## config.mk

```make
export PLATFORM = sky130hd
export DESIGN_NAME = chs_config_sequencer
export DESIGN_NICKNAME = d
export VERILOG_FILES = /design/src/rtl/chs_pkg.sv /design/src/rtl/chs_bit_accumulator.sv /design/src/rtl/chs_config_sequencer.sv
export SDC_FILE = /design/constraint.sdc
export NUM_CORES = 1
export LEC_CHECK = 0
export ABC_AREA = 0
export BUFFER_PORTS_ARGS = -buffer_cell sky130_fd_sc_hd__buf_2
export CELL_PAD_IN_SITES_DETAIL_PLACEMENT = 0
export CELL_PAD_IN_SITES_GLOBAL_PLACEMENT = 2
export CORE_AREA = 2 2 54 56
export CTS_BUF_LIST = sky130_fd_sc_hd__clkbuf_2
export DETAILED_ROUTE_END_ITERATION = 10
export DIE_AREA = 0 0 56 58
export GPL_TIMING_DRIVEN = 0
export PLACE_DENSITY_LB_ADDON = 0.08
export SYNTH_ARGS = -nofsm -noshare
export SYNTH_HDL_FRONTEND = slang
export SYNTH_SLANG_ARGS = --single-unit
```

## constraint.sdc

```tcl
create_clock -name clk -period 2.3 [get_ports clk]
set_clock_uncertainty 0.05 [all_clocks]
set_input_delay 0.46 -clock clk [delete_from_list [all_inputs] [get_ports clk]]
set_output_delay 0.46 -clock clk [all_outputs]
set_load 0.05 [all_outputs]
```

## src/rtl/chs_pkg.sv

```systemverilog
// Shared types and sizing helpers for the CHS configuration sequencer.
package chs_pkg;

  typedef enum logic [1:0] {
    ST_IDLE  = 2'b00,
    ST_LOAD  = 2'b01,
    ST_SHIFT = 2'b10,
    ST_DONE  = 2'b11
  } chs_state_e;

  localparam int CHS_CONF_W = 8;

  // Bits needed to hold a ones count in the range 0..w inclusive.
  function automatic int chs_cnt_w(input int w);
    return $clog2(w + 1);
  endfunction

endpackage

```

## src/rtl/chs_bit_accumulator.sv

```systemverilog
// Popcount counter for the serial configuration stream: synchronous clear,
// increments by one whenever the enabled input bit is set.
module chs_bit_accumulator #(
  parameter int CW = 4
) (
  input  logic          clk,
  input  logic          rst_n,
  input  logic          clr,
  input  logic          en,
  input  logic          bit_in,
  output logic [CW-1:0] count
);

  logic [CW-1:0] count_q;
  logic [CW-1:0] count_d;

  always_comb begin
    count_d = count_q;
    if (clr) begin
      count_d = {CW{1'b0}};
    end else if (en) begin
      count_d = count_q + CW'(bit_in);
    end else begin
      count_d = count_q;
    end
  end

  always_ff @(posedge clk or negedge rst_n) begin
    if (!rst_n) begin
      count_q <= {CW{1'b0}};
    end else begin
      count_q <= count_d;
    end
  end

  assign count = count_q;

endmodule

```

## src/rtl/chs_config_sequencer.sv

```systemverilog
// Loads the CHS configuration into the external shift register, shifts it out
// and reports popcount / parity of the serial stream at the end of each frame.
module chs_config_sequencer
  import chs_pkg::*;
#(
  parameter int WIDTH = CHS_CONF_W,
  parameter int CW    = chs_cnt_w(WIDTH)
) (
  input  logic          clk,
  input  logic          rst_n,
  input  logic          start,
  input  logic          abort,
  input  logic          exp_even,
  input  logic          sh_out,
  output logic          sh_load,
  output logic          sh_shift,
  output logic          busy,
  output logic          done,
  output logic [CW-1:0] ones_count,
  output logic          is_even,
  output logic          parity_ok
);

  localparam int            IW       = $clog2(WIDTH);
  localparam logic [IW-1:0] LAST_IDX = IW'(WIDTH - 1);

  chs_state_e    state_q, state_d;
  logic [IW-1:0] bit_idx_q, bit_idx_d;
  logic          exp_q, exp_d;
  logic [CW-1:0] ones_q, ones_d;
  logic          even_q, even_d;
  logic          pok_q, pok_d;
  logic          sh_load_q, sh_shift_q, busy_q, done_q;

  logic [CW-1:0] acc_cnt_s;
  logic [CW-1:0] final_cnt_s;

  chs_bit_accumulator #(
    .CW (CW)
  ) u_acc (
    .clk    (clk),
    .rst_n  (rst_n),
    .clr    (state_q == ST_LOAD),
    .en     (state_q == ST_SHIFT),
    .bit_in (sh_out),
    .count  (acc_cnt_s)
  );

  // The last serial bit is added on the same edge that enters DONE.
  assign final_cnt_s = acc_cnt_s + CW'(sh_out);

  always_comb begin
    state_d   = state_q;
    bit_idx_d = bit_idx_q;
    exp_d     = exp_q;
    ones_d    = ones_q;
    even_d    = even_q;
    pok_d     = pok_q;
    case (state_q)
      ST_IDLE: begin
        if (start && !abort) begin
          state_d = ST_LOAD;
          exp_d   = exp_even;
        end else begin
          state_d = ST_IDLE;
        end
      end
      ST_LOAD: begin
        bit_idx_d = {IW{1'b0}};
        if (abort) begin
          state_d = ST_IDLE;
        end else begin
          state_d = ST_SHIFT;
        end
      end
      ST_SHIFT: begin
        bit_idx_d = bit_idx_q + IW'(1);
        if (abort) begin
          state_d = ST_IDLE;
        end else if (bit_idx_q == LAST_IDX) begin
          state_d = ST_DONE;
          ones_d  = final_cnt_s;
          even_d  = ~final_cnt_s[0];
          pok_d   = (~final_cnt_s[0]) == exp_q;
        end else begin
          state_d = ST_SHIFT;
        end
      end
      ST_DONE: begin
        // Abort here only suppresses a back-to-back restart.
        if (start && !abort) begin
          state_d = ST_LOAD;
          exp_d   = exp_even;
        end else begin
          state_d = ST_IDLE;
        end
      end
      default: begin
        state_d = ST_IDLE;
      end
    endcase
  end

  always_ff @(posedge clk or negedge rst_n) begin
    if (!rst_n) begin
      state_q    <= ST_IDLE;
      bit_idx_q  <= {IW{1'b0}};
      exp_q      <= 1'b0;
      ones_q     <= {CW{1'b0}};
      even_q     <= 1'b1;
      pok_q      <= 1'b0;
      sh_load_q  <= 1'b0;
      sh_shift_q <= 1'b0;
      busy_q     <= 1'b0;
      done_q     <= 1'b0;
    end else begin
      state_q    <= state_d;
      bit_idx_q  <= bit_idx_d;
      exp_q      <= exp_d;
      ones_q     <= ones_d;
      even_q     <= even_d;
      pok_q      <= pok_d;
      sh_load_q  <= (state_d == ST_LOAD);
      sh_shift_q <= (state_d == ST_SHIFT);
      busy_q     <= (state_d == ST_LOAD) || (state_d == ST_SHIFT);
      done_q     <= (state_d == ST_DONE);
    end
  end

  assign sh_load    = sh_load_q;
  assign sh_shift   = sh_shift_q;
  assign busy       = busy_q;
  assign done       = done_q;
  assign ones_count = ones_q;
  assign is_even    = even_q;
  assign parity_ok  = pok_q;

endmodule
```

==> flow_summary.yaml <==
layout:
  areaGrowthSynthToFinish_pct: 14.86
  layout.nets: 112
  n_antenna_cell: 0
  fill_cells: 286
  final_layout_size_suffix_gt1_share_pct: 29.17
  multiInputGateArea_um2: 360.3
  seqCellArea_um2: 501.7
  stdcell_count: 127
synthesis:
  ys_warn_count: 0
  syn_avg_cell_area_um2: 11.70
  yosysUniqueCellTypes: 25
  synth-seq-cells: 20
  syn_inst: 77
  synth-seq-area-share_pct: 55.69
  syn-cell-area_um2: 900.9
  synth_fp_nets: 92
die:
  rows: 19
  start_util_pct: 33.83
  die_w_um: 56
  core_area_um2: 2663
  die_h_um: 58
  ios: 16
  die_area_um2: 3248
placement:
  dp.cells: 123
  gp_congestion: 0.6284
  dpl.hpwl_mm: 1.133
  io_buffers: 15
run:
  drv_cap: 0
pwr:
  comb_power_share_pct: 25.5
  p_sw_w: 0.0002402
  p_per_area_nw_per_um2: 737.1
  switching_share_pct: 31.50
  seq_power_share_pct: 55.4
  ir_drop_uv: 305.3
  power_leakage_nw: 0.5503
  clock_power_share_pct: 19.1
  p_int_w: 0.0005225
drt:
  route.detailed.drc: 0
  drt_iter0_markers: 3
  firstDrtPassIters: 3
  wl_per_cell_um: 11.87
  vias: 567
  drt-total-wl_mm: 1.508
  vias_per_cell: 4.465
  ant_nets: 0
clocking:
  path_clk_slew_ns: 0.18
  cts_resized: 0
  postCtsHoldBufs: 0
  cts_buffers: 3
  clock-sinks: 20
  clock_latency_ns: 0.30
  htreeDepth: 1
  ctsRootBufferMaster: "clkbuf_2"
  clockBufferDepth: 2
  cts_setup_buffers: 0
  cts_tree: "yes"
setup_path:
  required_ns: 2.51
  start_kind: "flip-flop"
  arrival_ns: 1.90
  reg2reg_slack_ns: 0.61
  rr_startpoint: "bit_idx_q[0]"
  worstPathMaxFanout: 10
  worstSetupEndpointType: "flip-flop"
  crit_type: "flip-flop to flip-flop"
  r2r_end: "busy"
  ff2ff_path_depth: 7
  startpoint: "bit_idx_q[0]"
timing:
  fmax_ghz: 0.5921
  max_slew_margin_pct: 69.79
  setup_viol: 0
  slew_violations: 0
  finalHoldViolCount: 0
  post-route-min-period_ns: 1.689
  fin_crit_sh_pct: 73.43
  rsz0062_at_grt: "no"
  tightest_slew_ns: 0.4531
  tns_ns: 0
hold_path:
  min_path_type: "input pin to asynchronous set/reset pin"
grt:
  grt_pass1_vias: 596
  grt_overflow: 0
  antenna_found_initial: 0
  track_usage_pct: 11.05
  grt_pass1_wl_mm: 2.711
  grt_max_degree: 21
status:
  outcome: "completed"
synthesized netlist by cell type (all sizes together):
cell type	number	area share [%]
dfrtp	19	53
nand2	11	4.6
ha	9	13
o21ai	8	4.4
inv	7	2.9
mux2	3	3.7
a22o	2	1.9
buf	2	1.4
nand3b	2	1.7
nor2	2	0.83
xnor2	2	1.9
a21o	1	0.83
a21oi	1	0.56
dfstp	1	2.9
nand2b	1	0.69
nand3	1	1.1
nor3b	1	0.83
o211ai	1	1.4
or2	1	0.69
or4	1	1.2
xor2	1	0.97
worst max-delay path, cell delays in order (launching register included):
cell	delay, ns
dfrtp_1	0.42
ha_1	0.20
ha_1	0.17
nand3b_1	0.10
buf_2	0.24
a21o_1	0.19
ha_1	0.24
inv_1	0.05
final cells by class:
type,count,share of cell area [%]
Buffer,2,1.209
Clock buffer,4,1.935
Tap cell,31,3.748
Timing Repair Buffer,15,7.255
Multi-Input combinational cell,48,34.82
Inverter,7,2.539
Sequential cell,20,48.49
worst max path at each step:
stage | end | slack [ns] | cells past startpoint
2_1_floorplan | done | 0.76 | 7
3_5_place_dp | sh_load | 0.58 | 7
3_3_place_gp | done | 0.58 | 7
4_1_cts | busy | 0.59 | 7
6_report | busy | 0.61 | 7
5_1_grt | done | 0.49 | 7
state kept, by name, indices dropped and copies added, names as in the netlist:
| signal | cells |
|---|---|
| bit_idx_q | 3 |
| busy | 1 |
| done | 1 |
| exp_q | 1 |
| is_even | 1 |
| ones_count | 4 |
| parity_ok | 1 |
| sh_load | 1 |
| sh_shift | 1 |
| state_q | 2 |
| u_acc.count | 4 |
cell usage in the layout (no fill, tap or decap):
| master | instances |
|---|---|
| mux2_2 | 2 |
| o21ai_0 | 3 |
| inv_2 | 1 |
| inv_1 | 6 |
| dfrtp_1 | 19 |
| o21ai_1 | 5 |
| xnor2_1 | 2 |
| or4_4 | 1 |
| mux2_1 | 1 |
| clkbuf_2 | 4 |
| o211ai_2 | 1 |
| nand2_1 | 11 |
| nand2b_1 | 1 |
| nand3b_1 | 2 |
| dfstp_2 | 1 |
| or2_1 | 1 |
| a21o_1 | 1 |
| xor2_1 | 1 |
| nor2_1 | 2 |
| buf_4 | 1 |
| nand3_2 | 1 |
| buf_2 | 16 |
| ha_1 | 9 |
| a21oi_1 | 1 |
| nor3b_1 | 1 |
| a22o_1 | 2 |
power by group through the flow:
stage	clock network, W	registers [W]	logic, W
6_report	0.000146	0.000422	0.000195
5_1_grt	0.000174	0.000431	0.000219
4_1_cts	0.000158	0.000423	0.000201
3_5_place_dp	0	0.000430	0.000200
3_3_place_gp	0	0.000429	0.000198
2_1_floorplan	0	0.000448	0.000129
routing by layer:
metal / global-route usage (%) / part of all wire (%) / wire (µm) / vias to the layer above
li1: - / - / - / 293
met1: 14.14 / 47 / 716 / 264
met2: 16.81 / 47 / 707 / 8
met3: 2.679 / 4.5 / 68 / 2
met4: 7.143 / 1.1 / 16 / 0
met5: 0 / 0 / 0 / -
stage by stage:
step	utilization, %	power [W]	area, µm²	setup WS, ns	hold slack [ns]
after floorplan	-	0.0005762	900.9	0.7555	0.1144
after global placement	38.11	0.0006267	1015	0.5830	0.3882
after detailed placement	38.11	0.0006304	1015	0.5839	0.3881
after CTS	38.86	0.0007820	1035	0.5863	0.005084
after global routing	38.86	0.0008241	1035	0.4863	0.01202
final	38.86	0.0007627	1035	0.6112	0.02124
logic make-up (layout without fill, tap and decap cells):
logic type | count (synthesis) | after routing | share of synthesized area (%)
adders and majority gates | 9 | 9 | 12.50
AOI/OAI and AO/OA | 13 | 13 | 9.166
buffers and inverters | 9 | 28 | 4.305
muxes | 3 | 3 | 3.750
DFF | 20 | 20 | 55.70
and+or+nand+nor | 20 | 20 | 11.67
xor gates and xnor gates | 3 | 3 | 2.917
Note: power is estimated with default switching activity, not from simulation.
